[config.mk]
export PLATFORM = sky130hd
export DESIGN_NAME = rtc_time_keeper
export DESIGN_NICKNAME = d
export VERILOG_FILES = /design/src/rtl/rtc_pkg.sv /design/src/rtl/bcd_mod_counter.sv /design/src/rtl/rtc_time_keeper.sv
export SDC_FILE = /design/constraint.sdc
export NUM_CORES = 1
export LEC_CHECK = 0
export CAP_MARGIN = 20
export CORE_ASPECT_RATIO = 0.6
export CORE_UTILIZATION = 29
export DETAILED_ROUTE_END_ITERATION = 6
export SYNTH_ARGS = -nofsm -noshare
export SYNTH_HDL_FRONTEND = slang
export SYNTH_SLANG_ARGS = --single-unit
[constraint.sdc]
create_clock -name clk -period 2 [get_ports clk]
set_clock_uncertainty 0.2 [all_clocks]
set_input_delay 0.3 -clock clk [delete_from_list [all_inputs] [get_ports clk]]
set_output_delay 0.3 -clock clk [all_outputs]
set_load 0.02 [all_outputs]
[src/rtl/rtc_pkg.sv]
// Shared constants, set-FSM state type and BCD helper functions for the RTC
// time keeper.
package rtc_pkg;

    localparam int BCD_W = 8;

    localparam logic [BCD_W-1:0] SS_MAX = 8'h59;
    localparam logic [BCD_W-1:0] MM_MAX = 8'h59;
    localparam logic [BCD_W-1:0] HH_MAX = 8'h23;

    typedef enum logic [1:0] {
        IDLE   = 2'd0,
        CHECK  = 2'd1,
        APPLY  = 2'd2,
        REJECT = 2'd3
    } set_fsm_t;

    // Both digits must be decimal; once they are, a plain compare orders BCD correctly.
    function automatic logic bcd_field_valid(input logic [BCD_W-1:0] value,
                                             input logic [BCD_W-1:0] max);
        bcd_field_valid = (value[7:4] <= 4'd9) && (value[3:0] <= 4'd9) && (value <= max);
    endfunction

    function automatic logic [BCD_W-1:0] bcd_inc(input logic [BCD_W-1:0] value,
                                                 input logic [BCD_W-1:0] max);
        if (value == max) begin
            bcd_inc = 8'h00;
        end else if (value[3:0] == 4'd9) begin
            bcd_inc = {value[7:4] + 4'd1, 4'd0};
        end else begin
            bcd_inc = {value[7:4], value[3:0] + 4'd1};
        end
    endfunction

endpackage

[src/rtl/bcd_mod_counter.sv]
// Two-digit BCD modulo counter (0..MAX) with synchronous load; wrap flags the
// terminal value so the caller can chain carries as wrap & inc.
module bcd_mod_counter
    import rtc_pkg::*;
#(
    parameter logic [BCD_W-1:0] MAX = 8'h59
) (
    input  logic             clk,
    input  logic             resetn,
    input  logic             inc,
    input  logic             load,
    input  logic [BCD_W-1:0] load_val,
    output logic [BCD_W-1:0] value,
    output logic             wrap
);

    logic [BCD_W-1:0] r_value;

    // Field register: load has priority over increment.
    always_ff @(posedge clk or negedge resetn) begin
        if (!resetn) begin
            r_value <= 8'h00;
        end else if (load) begin
            r_value <= load_val;
        end else if (inc) begin
            r_value <= bcd_inc(r_value, MAX);
        end else begin
            r_value <= r_value;
        end
    end

    assign value = r_value;
    assign wrap  = (r_value == MAX);

endmodule

[src/rtl/rtc_time_keeper.sv]
// 24-hour BCD time keeper: divides tick_in to seconds, runs a checked set-time
// handshake and raises a sticky alarm flag on a match after each time update.
module rtc_time_keeper
    import rtc_pkg::*;
#(
    parameter int TICK_DIV = 1000
) (
    input  logic        clk,
    input  logic        resetn,
    input  logic        tick_in,
    input  logic        run_en,
    input  logic        set_valid,
    output logic        set_ready,
    input  logic [23:0] set_time,
    output logic        set_err,
    input  logic        alarm_en,
    input  logic [23:0] alarm_time,
    input  logic        alarm_clr,
    output logic        alarm_flag,
    output logic [23:0] time_bcd,
    output logic        sec_pulse,
    output logic        day_pulse
);

    localparam int PW = (TICK_DIV > 1) ? $clog2(TICK_DIV) : 1;
    localparam logic [PW-1:0] PRESC_LAST = PW'(TICK_DIV - 1);

    set_fsm_t    r_state;
    set_fsm_t    w_state_nxt;
    logic [23:0] r_cap;
    logic [PW-1:0] r_presc;
    logic        r_set_ready, r_set_err, r_sec_pulse, r_day_pulse, r_upd, r_alarm_flag;

    logic        w_tick_q, w_adv, w_load, w_accept, w_set_ok;
    logic        w_ss_inc, w_mm_inc, w_hh_inc, w_day;
    logic        w_ss_wrap, w_mm_wrap, w_hh_wrap;
    logic [BCD_W-1:0] w_ss, w_mm, w_hh;

    assign w_tick_q = tick_in & run_en;
    assign w_adv    = w_tick_q & (r_presc == PRESC_LAST);
    assign w_load   = (r_state == APPLY);
    assign w_accept = set_valid & r_set_ready & (r_state == IDLE);
    assign w_set_ok = bcd_field_valid(r_cap[23:16], HH_MAX) &
                      bcd_field_valid(r_cap[15:8],  MM_MAX) &
                      bcd_field_valid(r_cap[7:0],   SS_MAX);

    // A load on the same edge as an advance discards the advance entirely.
    assign w_ss_inc = w_adv & ~w_load;
    assign w_mm_inc = w_ss_inc & w_ss_wrap;
    assign w_hh_inc = w_mm_inc & w_mm_wrap;
    assign w_day    = w_hh_inc & w_hh_wrap;

    bcd_mod_counter #(.MAX(SS_MAX)) u_ss (
        .clk(clk), .resetn(resetn), .inc(w_ss_inc), .load(w_load),
        .load_val(r_cap[7:0]), .value(w_ss), .wrap(w_ss_wrap)
    );
    bcd_mod_counter #(.MAX(MM_MAX)) u_mm (
        .clk(clk), .resetn(resetn), .inc(w_mm_inc), .load(w_load),
        .load_val(r_cap[15:8]), .value(w_mm), .wrap(w_mm_wrap)
    );
    bcd_mod_counter #(.MAX(HH_MAX)) u_hh (
        .clk(clk), .resetn(resetn), .inc(w_hh_inc), .load(w_load),
        .load_val(r_cap[23:16]), .value(w_hh), .wrap(w_hh_wrap)
    );

    // Set FSM next-state logic.
    always_comb begin
        w_state_nxt = r_state;
        case (r_state)
            IDLE:    w_state_nxt = w_accept ? CHECK : IDLE;
            CHECK:   w_state_nxt = w_set_ok ? APPLY : REJECT;
            APPLY:   w_state_nxt = IDLE;
            REJECT:  w_state_nxt = IDLE;
            default: w_state_nxt = IDLE;
        endcase
    end

    // FSM state, capture register and handshake outputs. Ready stays low for
    // one extra IDLE cycle so a set always costs three cycles of not-ready.
    always_ff @(posedge clk or negedge resetn) begin
        if (!resetn) begin
            r_state     <= IDLE;
            r_cap       <= 24'h000000;
            r_set_ready <= 1'b1;
            r_set_err   <= 1'b0;
        end else begin
            r_state     <= w_state_nxt;
            r_cap       <= w_accept ? set_time : r_cap;
            r_set_ready <= (w_state_nxt == IDLE) && (r_state == IDLE);
            r_set_err   <= (w_state_nxt == REJECT);
        end
    end

    // Tick prescaler; restarted by an applied set.
    always_ff @(posedge clk or negedge resetn) begin
        if (!resetn) begin
            r_presc <= '0;
        end else if (w_load) begin
            r_presc <= '0;
        end else if (w_tick_q) begin
            r_presc <= (r_presc == PRESC_LAST) ? '0 : r_presc + PW'(1);
        end else begin
            r_presc <= r_presc;
        end
    end

    // Pulses coincide with the new time; r_upd marks the cycle to compare the alarm.
    always_ff @(posedge clk or negedge resetn) begin
        if (!resetn) begin
            r_sec_pulse <= 1'b0;
            r_day_pulse <= 1'b0;
            r_upd       <= 1'b0;
        end else begin
            r_sec_pulse <= w_ss_inc;
            r_day_pulse <= w_day;
            r_upd       <= w_ss_inc | w_load;
        end
    end

    // Sticky alarm: a match set beats a same-cycle clear.
    always_ff @(posedge clk or negedge resetn) begin
        if (!resetn) begin
            r_alarm_flag <= 1'b0;
        end else if (r_upd && alarm_en && ({w_hh, w_mm, w_ss} == alarm_time)) begin
            r_alarm_flag <= 1'b1;
        end else if (alarm_clr) begin
            r_alarm_flag <= 1'b0;
        end else begin
            r_alarm_flag <= r_alarm_flag;
        end
    end

    assign set_ready  = r_set_ready;
    assign set_err    = r_set_err;
    assign alarm_flag = r_alarm_flag;
    assign time_bcd   = {w_hh, w_mm, w_ss};
    assign sec_pulse  = r_sec_pulse;
    assign day_pulse  = r_day_pulse;

endmodule

# ---- Yosys cells after proc, flatten, opt, wreduce, memory -nomap -nowiden
# Cells that the tools add are included.
dict set report classes {
  n_reduce_logical 23
  order_cmp 9
  bitwise_logic 12
  muxes 20
  eq_ne 12
  addsub 7
}
# operator n
set ops {}
lappend ops {{8-bit two-way mux} 12}
lappend ops {{10-bit two-way mux} 3}
lappend ops {{4-bit by 1-bit adder with 4-bit output, second input constant} 6}
lappend ops {{24-bit equality test} 1}
lappend ops {{4-bit less-or-equal comparator, second input constant} 6}
lappend ops {{8-bit by 7-bit equality test with 1-bit output, second input constant} 2}
lappend ops {{8-bit by 7-bit less-or-equal comparator with 1-bit output, second input constant} 2}
lappend ops {{4-bit equality test, second input constant} 3}
lappend ops {{10-bit by 1-bit adder with 10-bit output, second input constant} 1}
lappend ops {{1-bit AND} 10}
lappend ops {{10-bit equality test, second input constant} 1}
lappend ops {{2-bit nonzero test} 5}
lappend ops {{1-bit logical AND} 9}
lappend ops {{3-bit nonzero test} 3}
lappend ops {{8-bit by 6-bit equality test with 1-bit output, second input constant} 1}
lappend ops {{8-bit by 6-bit less-or-equal comparator with 1-bit output, second input constant} 1}
lappend ops {{2-bit equality test, second input constant} 3}
lappend ops {{2-bit one-hot mux with 3 select lines} 1}
lappend ops {{2-bit AND reduction} 3}
lappend ops {{2-bit zero test} 2}
lappend ops {{1-bit two-way mux} 4}
lappend ops {{2-bit by 1-bit equality test with 1-bit output, second input constant} 1}
lappend ops {{2-bit OR reduction} 1}
lappend ops {{1-bit NOT} 1}
lappend ops {{1-bit bitwise OR} 1}
dict set report totals {
  elab_cells 98
  out_inout_bits 29
  input_bits 55
  reg_bits 66
}

# ---- Depth between registers and ports, before layout
dict set report logic_depth {
  ltp_word 9
  depth_mapped 8
  ltp_nobuf 7
}

# ---- By module
# From an unflattened synthesis, not the netlist that was laid out.
dict set report hier_totals {
  hier_cells 353
  area_unflattened_um2 3677.3
}
# mod area_each_um2 cells_per_inst n_inst
set modules_own_cells {}
lappend modules_own_cells {rtc_time_keeper 2035.7 172 1}
lappend modules_own_cells {{bcd_mod_counter (u_mm ...)} 545.5 61 2}
lappend modules_own_cells {{bcd_mod_counter (u_hh)} 550.5 59 1}

# ---- Worst setup path after synthesis
# Ideal clock, no wire load.
dict set report synth_path {
  path_kind {flip-flop to flip-flop}
  startpoint {reg u_mm.r_value[0], in the netlist u_mm.value[0]}
  endpoint {reg u_hh.r_value[3], in the netlist u_hh.value[3]}
  path_stages_with_launch 7
  t_arrival_ps 2013
  period_less_slack_ps 2334
  t_required_ps 1679
  setup_time_ps 121
  path_slack_ps -334
  cell_sequence {dfrtp_1 ha_1 nand3b_1 or4_1 nor2_2 a41oi_1 a22o_1}
}
dict set report synth_between {
  elab_chain_len 3
}
# element line_no
set synth_lines {}
lappend synth_lines {{start: declaration} bcd_mod_counter.sv:17} ;# logic [BCD_W-1:0] r_value;
lappend synth_lines {{start signal: assignment} bcd_mod_counter.sv:24} ;# r_value <= load_val;
lappend synth_lines {{start signal: assignment} bcd_mod_counter.sv:26} ;# r_value <= bcd_inc(r_value, MAX);
lappend synth_lines {{start signal: assignment} bcd_mod_counter.sv:28} ;# r_value <= r_value;
lappend synth_lines {{8-bit by 7-bit equality test with 1-bit output} bcd_mod_counter.sv:33} ;# assign wrap = (r_value == MAX);
lappend synth_lines {{1-bit AND} rtc_time_keeper.sv:50} ;# assign w_hh_inc = w_mm_inc & w_mm_wrap;
lappend synth_lines {{2-bit nonzero test (no source line)} --}
lappend synth_lines {{end signal: assignment} bcd_mod_counter.sv:24}
lappend synth_lines {{end signal: assignment} bcd_mod_counter.sv:26}
lappend synth_lines {{end signal: assignment} bcd_mod_counter.sv:28}
lappend synth_lines {{end: declaration} bcd_mod_counter.sv:17}
# No other way between the ends.
# A chain may end at the register's enable or synchronous reset.

# ---- Worst setup path after layout
dict set report layout_path {
  startpoint {reg u_ss.r_value[1], in the netlist u_ss.value[1]}
  endpoint {reg u_hh.r_value[3], in the netlist u_hh.value[3]}
}
dict set report layout_between {
  elab_chain_len 4
}
# element line_no
set layout_lines {}
lappend layout_lines {{start: declaration} bcd_mod_counter.sv:17}
lappend layout_lines {{start signal: assignment} bcd_mod_counter.sv:24}
lappend layout_lines {{start signal: assignment} bcd_mod_counter.sv:26}
lappend layout_lines {{start signal: assignment} bcd_mod_counter.sv:28}
lappend layout_lines {{8-bit by 7-bit equality test with 1-bit output} bcd_mod_counter.sv:33}
lappend layout_lines {{1-bit AND} rtc_time_keeper.sv:49} ;# assign w_mm_inc = w_ss_inc & w_ss_wrap;
lappend layout_lines {{1-bit AND} rtc_time_keeper.sv:50}
lappend layout_lines {{2-bit nonzero test (no source line)} --}
# No other way between the ends.

==> flow_metrics.tcl <==
set metrics [dict create \
    p_leak_nw 2.56 \
    final_max_slew_viol_count 0 \
    worstReg2RegStart "u_ss.value[1]$_DFFE_PN0P_" \
    cp_max_fo 6 \
    setup_tns_ps -3580 \
    numPortBuffers 83 \
    drtPass1Iterations 4 \
    yosysSeqAreaShare_pct 45.9 \
    crit_type "reg2reg" \
    place.gp.congestion 0.849 \
    pin_count 84 \
    tightest_slew_ps 435 \
    status "complete, but fails checks" \
    synthAdderAreaFrac_pct 3.82 \
    crit_path_top_delay_cell "or4_4" \
    synth_warnings 0 \
    start_kind "flop" \
    powerDensity_mw_per_mm2 1370 \
    ant_nets 0 \
    synth_top_area_share_pct 45.1 \
    layout_commonest_cell "clkdlybuf4s50_1" \
    period_needed_ps 2230 \
    cp_slowest_stage_delay_ps 630 \
    hold_path.class "in2async" \
    muxShareOfSynthArea_pct 8.09 \
    initial_utilization_pct 29.8 \
    avgSynthCellArea_um2 10.1 \
    p_total_mw 8.17 \
    rsz0062_at_grt "true" \
    clkTransAtPathRegs_ps 50 \
    ir_drop_uv 725 \
    overflow 0 \
    preCtsSetupSlack_ps -386 \
    ys_types 52 \
    cts_tree "done" \
    startpoint "u_ss.value[1]$_DFFE_PN0P_" \
    htree_num_levels 3 \
    grt_max_degree 49 \
    violations "negative setup slack" \
    drive_gt1_share_pct 35.6 \
    period_share_pct 112 \
    area.growth.synth_to_final_pct 64.8 \
    root_buffer "clkbuf_16" \
    synthArstFlopShare_pct 100 \
    fin_area_mm2 0.00594 \
    final_cell_mix "clkdlybuf4s50_1, buf_4, dfrtp_1" \
    synthesis.nets 422 \
    antenna_found_initial 0 \
    setup_viol 25 \
    hold_viol 0 \
    die_w_um 146 \
    core_mm2 0.0121 \
    synth_flop_cell "dfrtp_1" \
    die_h_um 88.4 \
    grt_pass1_vias 3351 \
    grt_first_pass_wirelength_mm 17.9 \
    synthSimpleGateAreaFrac_pct 20.8 \
    multi_input_area_mm2 0.00217 \
    placed_area_mm2 0.00518 \
    numCtsBuffers 9 \
    cts.path.max_buffers 2 \
    regArea_mm2 0.00166 \
    fillerInstances 1117 \
    synth_top_area_cell "dfrtp_1" \
    synth_xor_area_share_pct 8.02 \
    vias 3408 \
    finalNetCount 589 \
    diodes 0 \
    drcViolationCount 0 \
    synth-compound-area-share_pct 11.2 \
    drt_iter0_markers 197 \
    crit_arrival_ps 2250 \
    grt_usage_pct 18.4 \
    required_ps 2020 \
    routed_wl_mm 11.7 \
    setup_slack_ps -232 \
    die-area_mm2 0.0129 \
    max_freq_mhz 448 \
    cp-end-kind "flop" \
    slew_headroom_pct 71.0 \
    synth_seq_cells 66 \
    syn_area_mm2 0.00360 \
    synth_area_leaders "dfrtp_1, mux2_2, xnor2_1" \
    wl_per_cell_um 16.9 \
    syn_inst 356 \
    synth_top_family_by_area "simple AND/OR/NAND/NOR gates" \
    cts_sinks 66 \
    cap_violations 0 \
    clk_latency_ps 330 \
    crit_chain "inv_2, ha_4, nand3b_1, or4_4, nor2_4, a41oi_2, a22o_1" \
    post-dp-hpwl_mm 8.55 \
    synth_enable_flop_cells 0 \
    routed_via_density 4.92 \
    rows 31 \
]
==> kinds of logic after synthesis <==
kind of cell	count (synthesis)
adders and majority gates	11
AOI/OAI and AO/OA	63
xor gates and xnor gates	33
muxes	26
buffers and inverters	20
DFF	66
and+or+nand+nor	137
==> flip-flops by register name (all words and copies together) (netlist names), 2 cells and up <==
signal	count
u_ss.value	8
r_cap	24
r_state	2
u_mm.value	8
r_presc	10
u_hh.value	8
==> where the power goes <==
part           total (mW)  switching (mW)  internal (mW)
Combinational        4.04            2.01           2.03
Clock                1.62           0.558           1.06
Sequential           2.50           0.567           1.93
==> final cells by class <==
class | count | area share, %
Timing Repair Buffer | 169 | 26.3
Clock buffer | 14 | 4.61
Clock inverter | 2 | 0.590
Multi-Input combinational cell | 270 | 36.6
Sequential cell | 66 | 28.0
Inverter | 7 | 0.442
Tap cell | 165 | 3.48
==> critical path, delay by kind of cell (launching register included) <==
kind | cells | cell delay [ps]
compound gates | 2 | 320
fa+ha+maj | 1 | 120
buf+inv | 1 | 70
flops | 1 | 410
simple gates | 3 | 1010
==> final timing paths <==
check | end | slack, ps | cells past startpoint
min in group clk | u_hh.value[0]$_DFFE_PN0P_ | 290 | 2
setup / recovery | u_hh.value[3]$_DFFE_PN0P_ | -230 | 7
max in group asynchronous | u_mm.value[0]$_DFFE_PN0P_ | 720 | 3
hold reg to reg | u_hh.value[0]$_DFFE_PN0P_ | 290 | 2
hold / removal | r_cap[23]$_DFFE_PN0P_ | 230 | 2
setup reg to reg | u_hh.value[3]$_DFFE_PN0P_ | -230 | 7
==> synth_stat cells (all sizes together), types with 3 or more instances <==
cell / count
nor2: 26
nand2: 32
ha: 11
nor3: 14
mux2: 25
nand4: 9
nor2b: 3
o211ai: 3
nand3: 12
a211oi: 4
inv: 7
xnor2: 19
nor4: 8
and3: 6
xor2: 14
a21oi: 14
dfrtp: 65
o21ai: 16
or3: 6
nand3b: 5
a31oi: 6
clkbuf: 12
o31ai: 4
or4: 5
==> timing repair <==
action / in CTS / in global routing
hold endpoints to repair: 17 / 0
hold buffers: 1 / 0
setup endpoints to repair: 32 / 36
setup buffers: 8 / 9
pin swaps: 19 / 18
resized for setup: 34 / 44
==> layer usage <==
metal | track usage, % | vias up | part of all wire (%)
li1 | - | 1630 | -
met1 | 25.7 | 1647 | 49
met2 | 27.3 | 115 | 43
met3 | 5.93 | 16 | 6.8
met4 | 5.07 | 0 | 1.8
met5 | 0 | - | 0
==> per-stage QoR <==
step                      std cells  hold slack, ps  util (%)
after detailed placement        659            64.2      42.8
after global routing            693             263      49.1
after global placement          659            59.0      42.8
final                           693             234      49.1
after CTS                       684             234      46.9
after floorplan                 356            -196         -
No activity file was read; power rests on OpenSTA's default activity.
==> patch: new RTL, config.mk and constraints unchanged <==
The 4 states of `set_fsm_t` get a Gray code encoding in 2 bits.
--- a/src/rtl/rtc_pkg.sv
+++ b/src/rtl/rtc_pkg.sv
@@ -9,10 +9,10 @@
     localparam logic [BCD_W-1:0] HH_MAX = 8'h23;
 
     typedef enum logic [1:0] {
-        IDLE   = 2'd0,
-        CHECK  = 2'd1,
-        APPLY  = 2'd2,
-        REJECT = 2'd3
+        IDLE   = 2'b00,
+        CHECK  = 2'b01,
+        APPLY  = 2'b11,
+        REJECT = 2'b10
     } set_fsm_t;
 
     // Both digits must be decimal; once they are, a plain compare orders BCD correctly.
Check against the original RTL: no difference found for any inputs over 10 cycles, from zero or initial values and one cycle with resetn low; not proved beyond that.
==> patch against the unedited design <==
- the flow still finishes with violations (negative setup slack)
- setup slack got worse by 0.27 ns
- sequential power decreased by 6%
- sequential share of layout area fell by 0.16 points
- core utilization is 0.21 points higher
- design area up 0.11%
- area after synthesis down 0.52%
- wire length increased by 1.8%
- sequential cell count unchanged
- total power fell by 5.6%
- hold slack got worse by 0.028 ns
- critical path type unchanged
==> patch: results (changes against the unedited design) <==
status complete, but fails checks (unchanged); violations in the final reports negative setup slack (unchanged); via total after detailed routing 3433 (was 3408); setup ws final -0.505 ns (was -0.232 ns); sequential cell area fraction in the yosys report 46.1% (was 45.9%); wire length of the first global-routing pass 18400 um (was 17900 um); number of global-route vias before repair 3459 (was 3351); largest fanout of any net on the critical path 4 (was 6); Worst-Margin Slew 0.471 ns (was 0.435 ns); total of endpoints with negative setup slack in the final report 34 (was 25); FILL cells 1064 (was 1117); drt initial violations 253 (was 197); DP Wirelength 8830 um (was 8550 um); # nets final 591 (was 589); drt total wl 11900 um (was 11700 um); Unique masters post-synth 42 (was 52); top post-synthesis cells by count 65 x dfrtp_1, 34 x nand2_1, 27 x mux2_2 (was 65 x dfrtp_1, 31 x nand2_1, 25 x mux2_2, 25 x nor2_1, 19 x xnor2_1); Crit path arrival time 2.58 ns (was 2.25 ns); final sum of negative setup slack -8.23 ns (was -3.58 ns); WL met2 5070 um (was 5000 um); largest cells by area after synthesis dfrtp_1 45%, mux2_2 8.5%, xnor2_1 4.2% (was dfrtp_1 45%, mux2_2 7.8%, xnor2_1 4.6%); met1 layer wirelength in the final routing 5930 um (was 5680 um); pin count of the biggest net entering global routing 33 (was 49); met3 WL post-DR 769 um (was 797 um); Worst Setup Slack post-DPL -0.616 ns (was -0.386 ns); global router's overall resource usage 19.0% (was 18.4%); proportion of layout cells with a drive suffix above 1 31.9% (was 35.6%)
==> patch: layer usage <==
metal  global-route usage, %  vias to the layer above
li1                        -                     1625
met1                    26.6                     1673
met2                    28.6                      123
met3                    6.09                       12
met4                    4.40                        0
met5                       0                        -
==> patch: worst max-delay path, delay by kind of cell (launching register included) <==
kind | cells | cell delay [ns]
AND/OR/NAND/NOR | 5 | 1.86
flip-flops | 1 | 0.38
==> patch: layout make-up <==
type,count,area [sq um],area share (%)
Tap cell,165,206,3.47
Timing Repair Buffer,166,1550,26.1
Multi-Input combinational cell,273,2180,36.7
Sequential cell,66,1660,27.8
Clock buffer,11,243,4.08
Clock inverter,5,77.6,1.30
Inverter,9,33.8,0.568
==> patch: path summary, 6_finish.rpt <==
| path | cells past startpoint | end | slack [ns] | startpoint |
|---|---|---|---|---|
| worst max-delay path | 5 | u_hh.value[4] | -0.51 | r_presc[4] |
| worst min-delay path | 2 | u_mm.value[2] | 0.21 | resetn |
| worst max register to register | 5 | u_hh.value[4] | -0.51 | r_presc[4] |
| worst min register to register | 2 | u_ss.value[0] | 0.28 | r_cap[0] |
| max in group asynchronous | 3 | set_ready | 0.87 | resetn |
| min in group clk | 2 | u_ss.value[0] | 0.28 | r_cap[0] |
==> patch: kinds of logic (layout without fill, tap and decap cells) <==
| kind of cell | count (synthesis) | count (layout) | synth area share [%] |
|---|---|---|---|
| simple gates | 139 | 139 | 20.2 |
| compound gates | 59 | 59 | 9.80 |
| xor+xnor | 33 | 33 | 8.06 |
| buf+inv | 23 | 191 | 2.44 |
| flops | 66 | 66 | 46.1 |
| mux | 31 | 31 | 9.60 |
| fa+ha+maj | 11 | 11 | 3.84 |
==> patch: power breakdown <==
part	leakage [nW]	internal, mW	switching [mW]	total, mW
Clock	0.156	1.12	0.580	1.70
Combinational	1.65	1.81	1.86	3.66
Sequential	0.805	1.89	0.453	2.34
Total	2.61	4.82	2.89	7.71
==> patch: through the flow <==
stage	area, sq um	std cells
2_1_floorplan	3620	362
3_3_place_gp	5190	670
3_5_place_dp	5190	670
4_1_cts	5680	692
5_1_grt	5950	695
6_report	5950	695
==> patch: repair_timing <==
item                       CTS  global route
hold endpoints to repair    65             0
setup endpoints to repair   35            47
setup buffers                5             3
hold buffers                 1             0
pin swaps                   12            31
gates resized for setup     27            64
